==> src/rtl/cb_scalar_search.sv <==
// cb_scalar_search: sweeps a K-entry scalar codebook, one entry per clock, and
// returns index, value and error of the entry nearest a signed Q15.16 target.
// Optional macro CBS_SQERR_EN: squared error metric instead of absolute error.
module cb_scalar_search #(
    parameter int unsigned N  = 32,
    parameter int unsigned K  = 16,
    parameter int unsigned AW = 4
) (
    input  logic              clk,
    input  logic              rst,
    input  logic              start,
    input  logic [N-1:0]      target,
    output logic [AW-1:0]     rom_addr,
    input  logic [N-1:0]      rom_data,
    output logic              busy,
    output logic              done,
    output logic [AW-1:0]     best_index,
    output logic [N-1:0]      best_value,
    output logic [2*N+1:0]    best_err
);

    localparam int unsigned DW    = N + 1;
    localparam int unsigned ERR_W = 2 * N + 2;
    localparam logic [AW-1:0] LAST = AW'(K - 1);

    typedef enum logic [1:0] {
        S_IDLE = 2'd0,
        S_SCAN = 2'd1,
        S_DONE = 2'd2
    } state_t;

    state_t              state_q, state_d;
    logic [AW-1:0]       cnt_q, cnt_d;
    logic [N-1:0]        tgt_q, tgt_d;
    logic [AW-1:0]       bidx_q, bidx_d;
    logic [N-1:0]        bval_q, bval_d;
    logic [ERR_W-1:0]    berr_q, berr_d;
    logic                busy_q, busy_d;
    logic                done_q, done_d;

    logic [DW-1:0]       diff;
    logic [DW-1:0]       mag;
    logic [ERR_W-1:0]    err;
    logic                better;

    // Error of the current ROM entry against the latched target
    always_comb begin
        diff = {tgt_q[N-1], tgt_q} - {rom_data[N-1], rom_data};
        mag  = diff[DW-1] ? (~diff + DW'(1)) : diff;
`ifdef CBS_SQERR_EN
        err  = ERR_W'(mag) * ERR_W'(mag);
`else
        err  = ERR_W'(mag);
`endif
        better = (err < berr_q);
    end

    // State register
    always_ff @(posedge clk) begin
        if (rst) begin
            state_q <= S_IDLE;
        end else begin
            state_q <= state_d;
        end
    end

    // Next-state logic
    always_comb begin
        state_d = state_q;
        case (state_q)
            S_IDLE:  if (start) state_d = S_SCAN;
            S_SCAN:  if (cnt_q == LAST) state_d = S_DONE;
            S_DONE:  state_d = S_IDLE;
            default: state_d = S_IDLE;
        endcase
    end

    // Output and datapath next values; strict compare keeps the lowest index on ties
    always_comb begin
        cnt_d  = cnt_q;
        tgt_d  = tgt_q;
        bidx_d = bidx_q;
        bval_d = bval_q;
        berr_d = berr_q;
        busy_d = (state_d != S_IDLE);
        done_d = (state_d == S_DONE);
        case (state_q)
            S_IDLE: begin
                if (start) begin
                    cnt_d  = '0;
                    tgt_d  = target;
                    berr_d = '1;
                end
            end
            S_SCAN: begin
                if (better) begin
                    bidx_d = cnt_q;
                    bval_d = rom_data;
                    berr_d = err;
                end
                cnt_d = (cnt_q == LAST) ? '0 : cnt_q + AW'(1);
            end
            S_DONE: begin
                cnt_d = '0;
            end
            default: begin
                cnt_d = '0;
            end
        endcase
    end

    // Datapath and output registers
    always_ff @(posedge clk) begin
        if (rst) begin
            cnt_q  <= '0;
            tgt_q  <= '0;
            bidx_q <= '0;
            bval_q <= '0;
            berr_q <= '0;
            busy_q <= 1'b0;
            done_q <= 1'b0;
        end else begin
            cnt_q  <= cnt_d;
            tgt_q  <= tgt_d;
            bidx_q <= bidx_d;
            bval_q <= bval_d;
            berr_q <= berr_d;
            busy_q <= busy_d;
            done_q <= done_d;
        end
    end

    assign rom_addr   = cnt_q;
    assign busy       = busy_q;
    assign done       = done_q;
    assign best_index = bidx_q;
    assign best_value = bval_q;
    assign best_err   = berr_q;

endmodule
==> config.mk <==
export PLATFORM = sky130hd
export DESIGN_NAME = cb_scalar_search
export DESIGN_NICKNAME = d
export VERILOG_FILES = /design/src/rtl/cb_scalar_search.sv
export SDC_FILE = /design/constraint.sdc
export NUM_CORES = 1
export LEC_CHECK = 0
export CORE_MARGIN = 1
export CORE_UTILIZATION = 57
export DETAILED_ROUTE_END_ITERATION = 8
export GPL_TIMING_DRIVEN = 0
export HOLD_SLACK_MARGIN = 0.06
export PLACE_DENSITY = 0.95
export SLEW_MARGIN = 20
export SYNTH_ARGS = -nofsm -noshare
export SYNTH_HDL_FRONTEND = slang
export SYNTH_SLANG_ARGS = --single-unit
==> constraint.sdc <==
create_clock -name clk -period 11.25 [get_ports clk]
set_input_delay 1.125 -clock clk [delete_from_list [all_inputs] [get_ports clk]]
set_output_delay 1.125 -clock clk [all_outputs]
set_load 0.1 [all_outputs]
==> out/results.ini, run 1 <==
[outcome]
status = finished clean

[route]
dr.pass1.iters = 5
num_vias = 8645
drcViolationCount = 0
finalWirelength_um = 23500
via_per_inst = 5.91
wl_per_cell_um = 16.1
dr.first_iter.drc_count = 665
ant_nets = 0

[layout]
areaGrowthSynthToFinish_pct = 27.8
drive_above_1_share = 0.0842
fin_cells = 1462
diodes = 0
nNetsFinal = 1411

[critical_path]
criticalPathCategory = in -> reg
cp.arrival_ns = 7.80
max_stage_delay_ns = 0.60
critical-path-top-delay-family = compound AO/OA/AOI/OAI gates
required_ns = 11.54
slowest_stage = o41ai_1
reg2reg_slack_ns = 4.60
startpoint_type = primary input
crit_fanout = 10
worstSetupEndpointType = flop
critPathBufInv = 6

[grt]
grt_pass1_vias = 7922
grt_max_degree = 38
grt_pass1_wl_um = 37200
antenna_found_initial = 0
grt-ovfl-total = 0
grtUsageTotal = 0.314

[floorplanning]
start_util = 0.590
io_pins = 175
die_area_um2 = 15000
die_w_um = 123
coreArea_um2 = 14000
num_rows = 43
die_h_um = 123

[clocking]
cts_tree = done
ctsResizeCount = 0
cts_sinks = 110
htreeDepth = 3
cts_hold_buf = 0
cts_max_path_buffers = 2
root_buffer = clkbuf_16
cts_setup_buffers = 0
clk_pin_slew_ns = 0.07
cts_buffers = 9
clock_latency_ns = 0.37

[sta]
final_hold_viol_count = 0
slew_headroom = 0.308
fin_skew_ns = 0.00683
post-route-period-util = 0.667
period_needed_ns = 7.50
fmax_mhz = 133
rsz0062_at_grt = false
tightest_slew_ns = 1.03
final.setup.tns_ns = 0
setup_violations = 0
drv_slew = 0

[place]
gp_congestion = 0.956
hpwl_um = 18100
port_buffers = 173
dp_cells = 1446

[synthesis]
netlist_instances = 1093
synth_ff_type = dfxtp_1
synth.avg_cell_area_um2 = 7.58
synthesis.area_um2 = 8280
syn_nets = 1227
synth_edf_count = 0
synth_warnings = 0
yosysUniqueCellTypes = 88
synth-async-reset-ratio = 0
ys_seq_area_frac = 0.266
synth-seq-cells = 110

[power_and_ir_drop]
fin_total_pwr_mw = 1.82
irDropWorstVdd_mv = 0.120
p_per_area_nw_per_um2 = 172
p_leak_nw = 4.26

[job]
drv_cap = 0

[hold_path]
min_path_type = reg -> reg

## per-stage QoR
step	hold WS, ns	utilization	area, µm²	setup slack [ns]
after floorplan	0.436	-	8280	5.41
after global placement	0.442	0.729	10200	3.84
after detailed placement	0.446	0.729	10200	3.65
after CTS	0.457	0.754	10600	4.02
after global routing	0.472	0.754	10600	3.45
final	0.456	0.754	10600	3.75
## cells by family (layout without fill, tap and decap cells)
family,after synthesis,count (layout),share of synthesized area
muxes,4,4,0.00514
AOI/OAI and AO/OA,306,306,0.254
and+or+nand+nor,393,393,0.230
buffers and inverters,167,356,0.0940
adders and majority gates,67,67,0.102
xor gates and xnor gates,46,46,0.0496
DFF,110,110,0.266
## state kept, by name (all words and copies together), names as in the netlist
| signal | cells |
|---|---|
| best_value | 32 |
| done | 1 |
| best_err | 34 |
| busy | 1 |
| best_index | 4 |
| tgt_q | 32 |
| rom_addr | 4 |
| state_q | 2 |
## final cells by class
| type | instances | area, µm² |
|---|---|---|
| well taps | 180 | 225 |
| plain buffers | 90 | 489 |
| clock buffers | 9 | 225 |
| inverters | 77 | 289 |
| fillers | 1066 | 3460 |
| flip-flops and latches | 110 | 2200 |
| clock inverters | 7 | 121 |
| multi-input cells | 816 | 5300 |
| repair buffers | 173 | 1730 |
## tightest hold or removal path, cell delays in order, from the launching register on
cell	delay [ns]
dfxtp_1	0.31
nand2_1	0.05
a21oi_1	0.05
## path summary, 6_finish.rpt
check                             start                          end  depth (start not counted)
max                        rom_data[11]  best_value[31]$_SDFFE_PP0P_                         26
min          best_value[5]$_SDFFE_PP0P_   best_value[5]$_SDFFE_PP0P_                          2
max reg2reg       tgt_q[0]$_SDFFE_PP0P_  best_value[31]$_SDFFE_PP0P_                         23
min reg2reg  best_value[5]$_SDFFE_PP0P_   best_value[5]$_SDFFE_PP0P_                          2
## per-layer routing
| metal | up-vias | share of wire | track usage |
|---|---|---|---|
| met5 | - | 0 | 0 |
| met4 | 0 | 0.037 | 0.159 |
| met3 | 57 | 0.082 | 0.0706 |
| met2 | 431 | 0.46 | 0.517 |
| met1 | 3966 | 0.42 | 0.383 |
| li1 | 4191 | - | - |
## power breakdown
| part | internal [mW] | total (mW) | switching [mW] |
|---|---|---|---|
| logic | 0.303 | 0.985 | 0.683 |
| clock network | 0.218 | 0.374 | 0.155 |
| registers | 0.433 | 0.460 | 0.0276 |
| total | 0.954 | 1.82 | 0.866 |
## cell usage in the layout, fill, tap and decap left out, types with 5 or more instances in the layout
cell | netlist | layout
clkbuf_16 | 0 | 9
xnor2_1 | 30 | 30
nand4_1 | 9 | 9
a21oi_1 | 116 | 116
nor2_1 | 72 | 72
a311oi_1 | 22 | 22
or2_2 | 6 | 6
clkdlybuf4s50_1 | 0 | 173
nand3_1 | 19 | 19
a21o_1 | 13 | 13
and3_1 | 8 | 8
o211a_1 | 5 | 5
o31ai_1 | 7 | 7
or3_1 | 8 | 8
inv_1 | 77 | 77
o211ai_1 | 7 | 7
o21ai_1 | 9 | 9
clkbuf_1 | 40 | 40
a31oi_1 | 16 | 16
buf_2 | 10 | 10
o21ai_0 | 35 | 35
ha_1 | 66 | 66
dfxtp_1 | 110 | 109
nor4_1 | 8 | 8
a211oi_1 | 9 | 9
and2_1 | 9 | 9
buf_1 | 5 | 5
nor3_1 | 32 | 32
buf_4 | 33 | 33
xor2_1 | 15 | 15
nand2_1 | 185 | 185
nand2b_1 | 7 | 7
o21a_1 | 11 | 11
## synthesized netlist by cell type, drive strengths merged, types with 3 or more instances
cell type	n	share of area
or2	8	0.0060
a2111oi	3	0.010
o22ai	3	0.0023
o21a	11	0.010
nor2b	3	0.0023
ha	66	0.10
nor2	72	0.033
nand2b	8	0.0070
nor3b	3	0.0033
nor4	12	0.012
a21o	14	0.014
nor4b	4	0.0076
a31o	3	0.0032
o41ai	3	0.0041
a211o	4	0.0042
a21oi	117	0.071
xnor2	30	0.032
a31oi	16	0.012
a311oi	23	0.025
o21bai	3	0.0027
nand2	185	0.084
o211a	5	0.0060
nand3	20	0.014
xor2	16	0.018
buf	50	0.041
and2	9	0.0068
o31a	4	0.0042
or3	10	0.0088
o21ai	46	0.030
nor3	34	0.023
and3	8	0.0060
dfxtp	110	0.27
inv	77	0.035
o31ai	10	0.011
nand4	9	0.0068
a221oi	3	0.0039
o211ai	7	0.0063
clkbuf	40	0.018
a21boi	6	0.0077
a211oi	9	0.0082
(Power assumes the default switching activity.)
==> run 2, diff against run 1 <==
Settings changed: CORE_UTILIZATION 57 to 53, PLACE_DENSITY 0.95 to 0.93.
Clock period 11.25 ns to 7.1 ns, I/O delays scaled along.
==> out/results.ini, run 2 (synthesis gave the netlist of run 1 again) <==
[outcome]
status = finished clean

[critical_path]
required_ns = 7.31
r2r_cells = 23
criticalPathCategory = in -> reg
worstSetupEndpointType = flop
critical-path-top-delay-family = compound AO/OA/AOI/OAI gates
reg2reg_slack_ns = 0.93
startpoint_type = primary input
r2r_end = best_err[17]$_SDFFE_PP0P_
critPathBufInv = 5
r2r_start = tgt_q[0]$_SDFFE_PP0P_
cp.arrival_ns = 6.83
slowest_stage = nor2_2
crit_fanout = 10
cp_cell_sequence = clkdlybuf4s50_1, inv_1, ha_1, clkbuf_1, a21oi_1, o22ai_1, nor2_1, o21ai_0, o221ai_1, a221oi_2, nand4bb_1, buf_4, o31ai_2, xnor2_1, ha_1, a21o_1, a21o_1, a21oi_1, nor3b_1, nor4_1, o41ai_2, nor2_2, clkbuf_1, a221oi_1
max_stage_delay_ns = 0.58

[power_and_ir_drop]
p_per_area_nw_per_um2 = 271
irDropWorstVdd_mv = 0.138
switchingPower_mw = 1.36
swShare = 0.475
p_seq_frac = 0.254
power_frac_clock = 0.206
p_int_mw = 1.51
p_comb_frac = 0.539
p_leak_nw = 4.27

[sta]
final_hold_viol_count = 0
rsz0062_at_grt = false
fmax_mhz = 151
post-route-period-util = 0.933
drv_slew = 0
setup_violations = 0
period_needed_ns = 6.62
tightest_slew_ns = 0.990
slew_headroom = 0.338
timing.final.ws_setup_ns = 0.477
fin_skew_ns = 0.00543

[route]
num_vias = 8469
dr.first_iter.drc_count = 675
drcViolationCount = 0
finalWirelength_um = 23300
wl_per_cell_um = 15.8
ant_nets = 0
via_per_inst = 5.76
dr.pass1.iters = 5

[layout]
most-common-layout-cells = nand2_1 (185), clkdlybuf4s50_1 (173), a21oi_1 (116)
fill_cells = 1234
drive_above_1_share = 0.0874
final_common_cell = nand2_1
design_area_um2 = 10600
diodes = 0
areaGrowthSynthToFinish_pct = 28.1
seq_area_um2 = 2200
nNetsFinal = 1411
multi_input_area_um2 = 5310
largest_reg_flops = 34

[place]
place_area_um2 = 10200
gp_congestion = 0.938
pre_cts_slack_ns = -0.116
hpwl_um = 18100
port_buffers = 173

[grt]
grtUsageTotal = 0.292
grt-ovfl-total = 0
antenna_found_initial = 0
grt_pass1_vias = 7908
grt_pass1_wl_um = 38100
grt_max_degree = 38

[hold_path]
min-delay-start = best_value[0]$_SDFFE_PP0P_
whs_path_depth = 2
hold_end = best_value[0]$_SDFFE_PP0P_
min_path_type = reg -> reg

[floorplanning]
die_h_um = 127
die_area_um2 = 16100
coreArea_um2 = 15200
num_rows = 45
io_pins = 175
die_w_um = 127
start_util = 0.545

[job]
drv_cap = 0

[clocking]
cts_tree = done
root_buffer = clkbuf_16
cts_max_path_buffers = 2
clk_pin_slew_ns = 0.07
cts_sinks = 110
cts_setup_buffers = 0
cts_buffers = 9
htreeDepth = 3
clock_latency_ns = 0.37

run 2: what timing repair did:
action                                  CTS  global route
gates resized for setup                   0             6
hold endpoints to repair                  0             0
hold buffers                              0             0
endpoints found under the setup margin    0            68
run 2: how the worst max path moves through the flow:
stage                             from                    endpoint  slack (ns)  depth (start not counted)
after floorplan            rom_data[0]   best_err[16]$_SDFFE_PP0P_        1.68                         22
after global placement    rom_data[11]   best_err[16]$_SDFFE_PP0P_       -0.05                         25
after detailed placement   rom_data[0]  best_index[3]$_SDFFE_PP0P_       -0.12                         23
after CTS                 rom_data[11]  best_index[3]$_SDFFE_PP0P_        0.25                         26
after global routing      rom_data[11]   best_err[21]$_SDFFE_PP0P_        0.05                         26
final                     rom_data[11]   best_err[30]$_SDFFE_PP0P_        0.48                         24
run 2: power by group through the flow:
stage | logic [mW] | registers [mW] | clock network [mW]
detailed placement | 1.52 | 0.743 | 0
global placement | 1.50 | 0.741 | 0
finish | 1.55 | 0.730 | 0.593
global route | 1.65 | 0.739 | 0.619
floorplan | 0.763 | 1.14 | 0
CTS | 1.53 | 0.730 | 0.592
run 2: layout make-up:
type | instances | share of cell area
plain buffers | 90 | 0.0463
clock buffers | 9 | 0.0212
clock inverters | 7 | 0.0116
inverters | 77 | 0.0272
multi-input cells | 816 | 0.501
flip-flops and latches | 110 | 0.208
well taps | 188 | 0.0222
repair buffers | 173 | 0.163
run 2: through the flow:
step	total power, mW	hold slack (ns)	std cells	utilization	TNS [ns]
floorplan	1.91	0.436	1093	-	0
global placement	2.24	0.441	1454	0.674	-0.440
detailed placement	2.27	0.447	1454	0.674	-1.43
CTS	2.86	0.457	1470	0.697	0
global route	3.01	0.470	1470	0.698	0
finish	2.87	0.453	1470	0.698	0
run 2: worst register-to-register path, cell delays in order, from the launching register on:
cell      delay (ns)
dfxtp_1         0.36
inv_1           0.05
ha_1            0.20
fa_1            0.40
nand2b_1        0.24
a21bo_2         0.26
a211oi_1        0.40
xnor2_1         0.17
nand4_1         0.23
nor4_2          0.52
o211ai_1        0.20
nor4_1          0.30
or3_1           0.19
nand2_1         0.07
ha_1            0.30
a21oi_1         0.07
nor3b_1         0.20
nor4_1          0.08
o41ai_2         0.54
or2_1           0.22
clkbuf_2        0.32
buf_1           0.43
nor2_1          0.08
a311oi_1        0.24
run 2: per-layer routing:
layer	routed length, µm	GRT usage	vias up
li1	-	-	4201
met1	10100	0.355	3876
met2	10900	0.494	341
met3	1530	0.0561	51
met4	744	0.143	0
met5	0	0	-
